===== config.mk =====
export PLATFORM = sky130hd
export DESIGN_NAME = k503x_sprite_scan_flat
export DESIGN_NICKNAME = d
export VERILOG_FILES = /design/src/rtl/k503x_sprite_scan_pkg.sv /design/src/rtl/k503x_sprite_scan_if.sv /design/src/rtl/k503x_sprite_scan_hit_fifo.sv /design/src/rtl/k503x_sprite_scan.sv /design/src/flat_wrapper.sv
export SDC_FILE = /design/constraint.sdc
export NUM_CORES = 1
export LEC_CHECK = 0
export ABC_AREA = 1
export BUFFER_PORTS_ARGS = -buffer_cell sky130_fd_sc_hd__buf_4
export CORE_ASPECT_RATIO = 1.75
export CORE_MARGIN = 2
export CORE_UTILIZATION = 54
export DETAILED_ROUTE_END_ITERATION = 16
export GPL_TIMING_DRIVEN = 0
export PLACE_DENSITY = 0.81
export SYNTH_ARGS = -nofsm -noshare
export SYNTH_HDL_FRONTEND = slang
export SYNTH_SLANG_ARGS = --single-unit

===== constraint.sdc =====
create_clock -name CLK -period 2.3 [get_ports CLK]
set_input_delay 0.345 -clock CLK [delete_from_list [all_inputs] [get_ports CLK]]
set_output_delay 0.345 -clock CLK [all_outputs]
set_load 0.01 [all_outputs]

===== src/rtl/k503x_sprite_scan_pkg.sv =====
// Shared types, FSM encoding and the vertical hit test for the k503x sprite line selector.
package k503x_pkg;

    localparam int unsigned ENTRY_BYTES = 2;
    localparam int unsigned HIT_IDX_W   = 8;
    localparam int unsigned HIT_ROW_W   = 7;

    // Fields are sized for the largest legal configuration; the top trims them.
    typedef struct packed {
        logic [HIT_IDX_W-1:0] idx;
        logic [HIT_ROW_W-1:0] row;
        logic                 hflip;
        logic [5:0]           color;
    } k503x_hit_t;

    typedef enum logic [2:0] {
        StIdle, StRdY, StRdAttr, StEval, StPush, StFin
    } k503x_state_e;

    function automatic logic f_hit(input logic [7:0] y, input logic [7:0] vline,
                                   input int unsigned log2_h);
        logic [7:0] sum;
        sum = y + vline;
        return (sum >> log2_h) == (8'hFF >> log2_h);
    endfunction

endpackage


===== src/rtl/k503x_sprite_scan_if.sv =====
// Hit-entry handshake between the sprite line selector (master) and the line-buffer drawer.
interface k503x_sprite_scan_if #(
    parameter int unsigned IDX_W = 5,
    parameter int unsigned ROW_W = 4
);
    logic             OUT_VALID;
    logic             OUT_READY;
    logic [IDX_W-1:0] OUT_IDX;
    logic [ROW_W-1:0] OUT_ROW;
    logic             OUT_HFLIP;
    logic [5:0]       OUT_COLOR;

    modport master (output OUT_VALID, OUT_IDX, OUT_ROW, OUT_HFLIP, OUT_COLOR, input OUT_READY);
    modport slave  (input OUT_VALID, OUT_IDX, OUT_ROW, OUT_HFLIP, OUT_COLOR, output OUT_READY);
endinterface


===== src/rtl/k503x_sprite_scan_hit_fifo.sv =====
// Hit queue: power-of-2 circular FIFO with synchronous flush; flush wins over push and pop.
module k503x_hit_fifo
    import k503x_pkg::*;
#(
    parameter int unsigned FIFO_DEPTH = 8,
    parameter type T = k503x_hit_t,
    localparam int unsigned PTR_W = $clog2(FIFO_DEPTH),
    localparam int unsigned CNT_W = PTR_W + 1
) (
    input  logic             CLK,
    input  logic             RESET,
    input  logic             flush,
    input  logic             push,
    input  T                 push_data,
    input  logic             pop,
    output T                 pop_data,
    output logic             full,
    output logic             empty,
    output logic [CNT_W-1:0] count
);

    T                 mem_q [FIFO_DEPTH];
    logic [PTR_W-1:0] wr_ptr_q, rd_ptr_q;
    logic [CNT_W-1:0] count_q;
    logic             do_push, do_pop;

    assign full     = (count_q == CNT_W'(FIFO_DEPTH));
    assign empty    = (count_q == '0);
    assign count    = count_q;
    assign pop_data = mem_q[rd_ptr_q];
    assign do_push  = push & ~full;
    assign do_pop   = pop & ~empty;

    always_ff @(posedge CLK) begin
        if (RESET || flush) begin
            wr_ptr_q <= '0;
            rd_ptr_q <= '0;
            count_q  <= '0;
        end else begin
            if (do_push) wr_ptr_q <= wr_ptr_q + 1'b1;
            if (do_pop)  rd_ptr_q <= rd_ptr_q + 1'b1;
            count_q <= count_q + CNT_W'(do_push) - CNT_W'(do_pop);
        end
    end

    // Storage needs no reset: the top gates the data with the valid flag.
    always_ff @(posedge CLK) begin
        if (do_push && !flush) mem_q[wr_ptr_q] <= push_data;
    end

endmodule


===== src/rtl/k503x_sprite_scan.sv =====
// Per-scanline sprite selector: scans object RAM, queues vertical hits for the drawer.
// Optional `K503X_FLIP_SCREEN_EN adds FLIP_SCREEN (inverted line and flips).
module k503x_sprite_scan
    import k503x_pkg::*;
#(
    parameter int unsigned NUM_SPR      = 24,
    parameter int unsigned SPR_H        = 16,
    parameter int unsigned FIFO_DEPTH   = 8,
    parameter int unsigned MAX_PER_LINE = 8,
    localparam int unsigned ADDR_W = $clog2(2 * NUM_SPR),
    localparam int unsigned IDX_W  = $clog2(NUM_SPR),
    localparam int unsigned LOG2_H = $clog2(SPR_H)
) (
    input  logic               CLK,
    input  logic               RESET,
    input  logic               LINE_START,
    input  logic [7:0]         VCNT,
`ifdef K503X_FLIP_SCREEN_EN
    input  logic               FLIP_SCREEN,
`endif
    output logic [ADDR_W-1:0]  OA,
    input  logic [7:0]         OB,
    k503x_sprite_scan_if.master hit_bus,
    output logic               BUSY,
    output logic               DONE,
    output logic               OVF
);

    localparam int unsigned CNT_W = $clog2(MAX_PER_LINE + 1);

    localparam logic [2:0] Idle   = StIdle;
    localparam logic [2:0] RdY    = StRdY;
    localparam logic [2:0] RdAttr = StRdAttr;
    localparam logic [2:0] Eval   = StEval;
    localparam logic [2:0] Push   = StPush;
    localparam logic [2:0] Fin    = StFin;

    logic [2:0]       state_q, state_d;
    logic [IDX_W-1:0] idx_q, idx_d;
    logic [7:0]       vline_q, vline_d, y_q, y_d, attr_q, attr_d;
    logic [CNT_W-1:0] cnt_q, cnt_d;
    logic             ovf_q, ovf_d;
    logic             scr_flip;

`ifdef K503X_FLIP_SCREEN_EN
    logic flip_q, flip_d;
    assign scr_flip = flip_q;
`else
    assign scr_flip = 1'b0;
`endif

    logic                         fifo_push, fifo_flush, fifo_pop, fifo_full, fifo_empty;
    logic [$clog2(FIFO_DEPTH):0]  fifo_count;
    k503x_hit_t                   push_rec, pop_data;
    logic                         last_entry, eval_hit, vflip;
    logic [LOG2_H-1:0]            row_raw;

    assign last_entry = (idx_q == IDX_W'(NUM_SPR - 1));
    assign eval_hit   = f_hit(y_q, vline_q, LOG2_H);
    // Low bits of the wrapped sum are all the row needs.
    assign row_raw    = y_q[LOG2_H-1:0] + vline_q[LOG2_H-1:0];
    assign vflip      = attr_q[7] ^ scr_flip;

    always_comb begin
        push_rec       = '0;
        push_rec.idx   = HIT_IDX_W'(idx_q);
        push_rec.row   = HIT_ROW_W'(row_raw ^ {LOG2_H{vflip}});
        push_rec.hflip = attr_q[6] ^ scr_flip;
        push_rec.color = attr_q[5:0];
    end

    always_comb begin
        state_d    = state_q;
        idx_d      = idx_q;
        vline_d    = vline_q;
        y_d        = y_q;
        attr_d     = attr_q;
        cnt_d      = cnt_q;
        ovf_d      = ovf_q;
        fifo_push  = 1'b0;
        fifo_flush = 1'b0;
`ifdef K503X_FLIP_SCREEN_EN
        flip_d     = flip_q;
`endif
        if (LINE_START) begin
            fifo_flush = (state_q != Idle);
            state_d    = RdY;
            idx_d      = '0;
            cnt_d      = '0;
            ovf_d      = 1'b0;
`ifdef K503X_FLIP_SCREEN_EN
            flip_d     = FLIP_SCREEN;
            vline_d    = FLIP_SCREEN ? ~VCNT : VCNT;
`else
            vline_d    = VCNT;
`endif
        end else begin
            case (state_q)
                RdY:    state_d = RdAttr;
                RdAttr: begin
                    y_d     = OB;
                    state_d = Eval;
                end
                Eval: begin
                    attr_d = OB;
                    if (eval_hit && cnt_q < CNT_W'(MAX_PER_LINE)) begin
                        state_d = Push;
                    end else begin
                        if (eval_hit) ovf_d = 1'b1;
                        if (last_entry) begin
                            state_d = Fin;
                        end else begin
                            idx_d   = idx_q + 1'b1;
                            state_d = RdY;
                        end
                    end
                end
                Push: begin
                    if (!fifo_full) begin
                        fifo_push = 1'b1;
                        cnt_d     = cnt_q + 1'b1;
                        if (last_entry) begin
                            state_d = Fin;
                        end else begin
                            idx_d   = idx_q + 1'b1;
                            state_d = RdY;
                        end
                    end
                end
                Fin:     state_d = Idle;
                default: state_d = Idle;
            endcase
        end
    end

    always_ff @(posedge CLK) begin
        if (RESET) begin
            state_q <= Idle;
            idx_q   <= '0;
            vline_q <= '0;
            y_q     <= '0;
            attr_q  <= '0;
            cnt_q   <= '0;
            ovf_q   <= 1'b0;
`ifdef K503X_FLIP_SCREEN_EN
            flip_q  <= 1'b0;
`endif
        end else begin
            state_q <= state_d;
            idx_q   <= idx_d;
            vline_q <= vline_d;
            y_q     <= y_d;
            attr_q  <= attr_d;
            cnt_q   <= cnt_d;
            ovf_q   <= ovf_d;
`ifdef K503X_FLIP_SCREEN_EN
            flip_q  <= flip_d;
`endif
        end
    end

    always_comb begin
        OA = '0;
        if (state_q == RdY)    OA = ADDR_W'(ENTRY_BYTES * idx_q);
        if (state_q == RdAttr) OA = ADDR_W'(ENTRY_BYTES * idx_q + 1);
    end

    assign BUSY = (state_q != Idle);
    assign DONE = (state_q == Fin);
    assign OVF  = ovf_q;

    assign fifo_pop          = hit_bus.OUT_VALID & hit_bus.OUT_READY;
    assign hit_bus.OUT_VALID = ~fifo_empty;
    assign hit_bus.OUT_IDX   = fifo_empty ? '0 : IDX_W'(pop_data.idx);
    assign hit_bus.OUT_ROW   = fifo_empty ? '0 : LOG2_H'(pop_data.row);
    assign hit_bus.OUT_HFLIP = fifo_empty ? 1'b0 : pop_data.hflip;
    assign hit_bus.OUT_COLOR = fifo_empty ? '0 : pop_data.color;

    logic unused_bits;
    assign unused_bits = ^{pop_data.idx >> IDX_W, pop_data.row >> LOG2_H, fifo_count};

    k503x_hit_fifo #(
        .FIFO_DEPTH (FIFO_DEPTH),
        .T          (k503x_hit_t)
    ) u_fifo (
        .CLK       (CLK),
        .RESET     (RESET),
        .flush     (fifo_flush),
        .push      (fifo_push),
        .push_data (push_rec),
        .pop       (fifo_pop),
        .pop_data  (pop_data),
        .full      (fifo_full),
        .empty     (fifo_empty),
        .count     (fifo_count)
    );

endmodule


===== src/flat_wrapper.sv =====
// flat-port wrapper written by rule: the top's interface ports become plain ports
module k503x_sprite_scan_flat import k503x_pkg::*;
#(
    parameter int unsigned NUM_SPR      = 24,
    parameter int unsigned SPR_H        = 16,
    parameter int unsigned FIFO_DEPTH   = 8,
    parameter int unsigned MAX_PER_LINE = 8,
    localparam int unsigned ADDR_W = $clog2(2 * NUM_SPR),
    localparam int unsigned IDX_W  = $clog2(NUM_SPR),
    localparam int unsigned LOG2_H = $clog2(SPR_H)
)
  (CLK, RESET, LINE_START, VCNT, OA, OB, BUSY, DONE, OVF, hit_bus_OUT_VALID, hit_bus_OUT_IDX, hit_bus_OUT_ROW, hit_bus_OUT_HFLIP, hit_bus_OUT_COLOR, hit_bus_OUT_READY);
  k503x_sprite_scan_if #(.IDX_W(5), .ROW_W(4)) hit_bus_i ();
  input  logic CLK;
  input  logic RESET;
  input  logic LINE_START;
  input  logic [7:0] VCNT;
  output logic [ADDR_W-1:0] OA;
  input  logic [7:0] OB;
  output logic BUSY;
  output logic DONE;
  output logic OVF;
  output wire logic [$bits(hit_bus_i.OUT_VALID)-1:0] hit_bus_OUT_VALID;
  output wire logic [$bits(hit_bus_i.OUT_IDX)-1:0] hit_bus_OUT_IDX;
  output wire logic [$bits(hit_bus_i.OUT_ROW)-1:0] hit_bus_OUT_ROW;
  output wire logic [$bits(hit_bus_i.OUT_HFLIP)-1:0] hit_bus_OUT_HFLIP;
  output wire logic [$bits(hit_bus_i.OUT_COLOR)-1:0] hit_bus_OUT_COLOR;
  input wire logic [$bits(hit_bus_i.OUT_READY)-1:0] hit_bus_OUT_READY;
  assign hit_bus_OUT_VALID = hit_bus_i.OUT_VALID;
  assign hit_bus_OUT_IDX = hit_bus_i.OUT_IDX;
  assign hit_bus_OUT_ROW = hit_bus_i.OUT_ROW;
  assign hit_bus_OUT_HFLIP = hit_bus_i.OUT_HFLIP;
  assign hit_bus_OUT_COLOR = hit_bus_i.OUT_COLOR;
  assign hit_bus_i.OUT_READY = hit_bus_OUT_READY;
  k503x_sprite_scan #(.NUM_SPR(NUM_SPR), .SPR_H(SPR_H), .FIFO_DEPTH(FIFO_DEPTH), .MAX_PER_LINE(MAX_PER_LINE)) u_core (.CLK(CLK), .RESET(RESET), .LINE_START(LINE_START), .VCNT(VCNT), .OA(OA), .OB(OB), .hit_bus(hit_bus_i), .BUSY(BUSY), .DONE(DONE), .OVF(OVF));
endmodule

==> results_dict.tcl <==
set metrics [dict create \
    clk_pin_slew_ps 60 \
    max_freq_mhz 423 \
    worstSetupEndpointType "output pin" \
    area_growth_syn_to_layout_pct 23.4 \
    drt_wl_total_um 20000 \
    intPower_uw 6310 \
    ctsHoldBuffers 0 \
    syn_area_per_cell_um2 10.4 \
    power_density_nw_per_um2 975 \
    pwr-share-seq_pct 39.3 \
    setup_violations 1 \
    htree_levels 4 \
    grt_antenna_before_repair 0 \
    finalCritPeriodShare_pct 103 \
    initial_core_util_pct 54.7 \
    diodes 0 \
    grt_max_degree 17 \
    worstHoldStart "RESET" \
    grt_remaining_overflow 0 \
    cts_inserted_buffers 17 \
    hp-class "in -> reg" \
    fin_nets 848 \
    maxSlewHeadroom_pct 47.4 \
    vias_per_cell 5.92 \
    cts_root_buf "clkbuf_16" \
    status "finished with violations" \
    stdcell_area_um2 9280 \
    grt_pass1_vias 5815 \
    netlist_area_um2 7520 \
    yosysTopAreaCell "edfxtp_1" \
    drtIter0Drc 792 \
    portBuffers 45 \
    core_area_um2 13800 \
    critPathSlowestCell "dfxtp_2" \
    hold_violations 0 \
    nFillCells 945 \
    p_leak_uw 0.00350 \
    grt_use_total_pct 26.2 \
    dp.cells 949 \
    ys_seq_area_share_pct 64.4 \
    r2r-end "u_core.u_fifo.count[1]$_SDFF_PP0_" \
    pin_count 46 \
    cts_sinks 178 \
    ys_types 37 \
    synthArstFlopShare_pct 0 \
    ir_drop_mv 0.662 \
    synth.most_common_cell "nor2_1" \
    placed_cell_area_um2 8210 \
    drv_cap 0 \
    p_sw_uw 2740 \
    final.min_clock_period_ps 2360 \
    die_w_um 93.2 \
    p_clk_share_pct 32.9 \
    setup_tns_ps -63.2 \
    tritoncts "yes" \
    crit_fanout 10 \
    wl_per_cell_um 20.0 \
    dpl.hpwl_um 12600 \
    synth_flop_cell "edfxtp_1" \
    insertion_delay_ps 430 \
    synth_edf_count 128 \
    crit_family "buffers and inverters" \
    reg2reg_from "u_core.u_fifo.count[2]$_SDFF_PP0_" \
    crit_buf_inv 4 \
    slew_viol_final 0 \
    holdPathEnd "u_core.state_q[0]$_SDFFE_PP0P_" \
    worst_slew_pin_slew_ps 783 \
    dr.pass1.iters 5 \
    num_rows 57 \
    drc 0 \
    crit_chain "buf_8 > buf_4 > buf_8 > nor2_1 > nor2_1 > o21ai_0 > a31oi_1 > buf_4" \
    crit_required_ps 1960 \
    startpoint_type "register" \
    r2r_cells 14 \
    synthCells 721 \
    die_h_um 160 \
    drive_gt1_share_pct 21.5 \
    ys_ff_latch 178 \
    crit_arrival_ps 2020 \
    hold_depth 2 \
    violations "setup timing" \
    cts_buffer_depth 2 \
    syn-num-nets 760 \
    die-area_um2 14900 \
    antenna_left 0 \
    yosysWarnings 0 \
    gp_congestion 0.879 \
    critPathMaxStageDelay_ps 360 \
    critPathKind "reg -> out" \
    fin_ws_ps -63.2 \
    dp_slack_ps -547 \
    combPwrFrac_pct 27.9 \
    synth_top_area_share_pct 51.1 \
    fin_skew_ps 7.61 \
    synth_common_cells "174 x nor2_1, 128 x edfxtp_1, 101 x o21ai_0, 53 x inv_1, 51 x nand2_1" \
    stdcell_count 999 \
    grt_pass1_wl_um 29100 \
    synth.area.top_cells "edfxtp_1 51%, dfxtp_1 13%, nor2_1 8.7%" \
    num_vias 5910 \
    r2r_setup_slack_ps 30 \
    p_sw_share_pct 30.3 \
]
registers in the layout, summed over array words and instances, names as in the netlist, named ones only:
register / count
u_core.OVF: 1
u_core.u_fifo.count: 4
u_core.u_fifo.wr_ptr_q: 3
u_core.y_q: 8
u_core.state_q: 3
u_core.cnt_q: 4
u_core.u_fifo.rd_ptr_q: 3
u_core.u_fifo.mem_q: 128
u_core.idx_q: 5
u_core.attr_q: 8
u_core.vline_q: 8
metal layers:
layer / wire (um) / global-route usage, % / up-vias
li1: - / - / 2670
met4: 1250 / 17.9 / 0
met2: 10900 / 48.3 / 337
met5: 0 / 0 / -
met1: 6350 / 25.9 / 2808
met3: 1550 / 4.20 / 95
final cells by class:
cell class,instances,area [um2],share of cell area (%)
tap,177,221,2.39
inverter,57,234,2.52
timing repair buffer,69,597,6.43
clock buffer,20,457,4.92
clock inverter,12,158,1.70
buffer,29,246,2.66
sequential,178,4860,52.3
multi-input combinational,457,2510,27.1
stage by stage:
step | utilization [%] | hold WS [ps] | power (uW)
final | 67.4 | 85.8 | 9050
after CTS | 65.9 | 86.4 | 8720
after floorplan | - | 417 | 4760
after global placement | 58.7 | 450 | 5520
after detailed placement | 59.6 | 451 | 5590
after global routing | 67.4 | 83.9 | 9340
cells by family (layout without fill, tap and decap cells):
logic type	count (synthesis)	count (layout)	share of synthesized area (%)
compound gates	161	161	11.4
xor+xnor	11	11	1.28
fa+ha+maj	19	19	3.36
buf+inv	86	187	4.34
flops	178	178	64.4
simple gates	266	266	15.2
worst max path at each step:
stage          slack, ps                             endpoint                              start  cells past startpoint
2_1_floorplan        -20  u_core.u_fifo.mem_q[1][0]$_DFFE_PP_  u_core.u_fifo.count[2]$_SDFF_PP0_                     11
3_3_place_gp       -1050  u_core.u_fifo.mem_q[7][2]$_DFFE_PP_  u_core.u_fifo.count[2]$_SDFF_PP0_                     11
3_5_place_dp        -550  u_core.u_fifo.mem_q[5][1]$_DFFE_PP_  u_core.u_fifo.count[2]$_SDFF_PP0_                     11
4_1_cts               -2  u_core.u_fifo.mem_q[4][5]$_DFFE_PP_  u_core.u_fifo.count[2]$_SDFF_PP0_                     10
5_1_grt             -110                 hit_bus_OUT_COLOR[1]                           register                      8
6_report             -60                 hit_bus_OUT_COLOR[1]                           register                      8
power by group through the flow:
| stage | sequential, uW | clock, uW | combinational, uW |
|---|---|---|---|
| finish | 3550 | 2980 | 2520 |
| global route | 3560 | 3100 | 2690 |
| CTS | 3540 | 2940 | 2230 |
| detailed placement | 3600 | 0 | 1990 |
| global placement | 3600 | 0 | 1930 |
| floorplan | 3590 | 0 | 1170 |
cell usage in the layout (no fill, tap or decap), types with 4 or more instances in the layout:
| master | netlist | final |
|---|---|---|
| o21ai_1 | 7 | 16 |
| nor2_4 | 4 | 11 |
| edfxtp_1 | 128 | 128 |
| nor2_2 | 1 | 4 |
| xnor2_1 | 5 | 5 |
| nand2_2 | 4 | 5 |
| ha_1 | 17 | 13 |
| buf_8 | 0 | 8 |
| a31oi_1 | 17 | 16 |
| nand3_1 | 10 | 8 |
| buf_4 | 0 | 64 |
| clkbuf_1 | 20 | 8 |
| clkinvlp_4 | 0 | 5 |
| nor2_1 | 174 | 164 |
| a21oi_1 | 16 | 14 |
| dfxtp_1 | 50 | 43 |
| inv_2 | 2 | 4 |
| xor2_1 | 6 | 6 |
| o22ai_1 | 16 | 16 |
| inv_1 | 53 | 47 |
| nand2_1 | 51 | 49 |
| o21ai_0 | 101 | 90 |
| buf_6 | 0 | 4 |
| dfxtp_2 | 0 | 6 |
| clkbuf_16 | 0 | 19 |
| clkbuf_8 | 0 | 5 |
| clkbuf_2 | 0 | 5 |
| nand4_1 | 8 | 8 |
what timing repair did:
| action | CTS | global route |
|---|---|---|
| resized for setup | 66 | 50 |
| setup endpoints to repair | 132 | 50 |
| cloned | 0 | 2 |
| setup buffers | 7 | 9 |
| pin swaps | 6 | 11 |
| endpoints found under the hold margin | 0 | 0 |
Power figures use the tool's default switching activity.
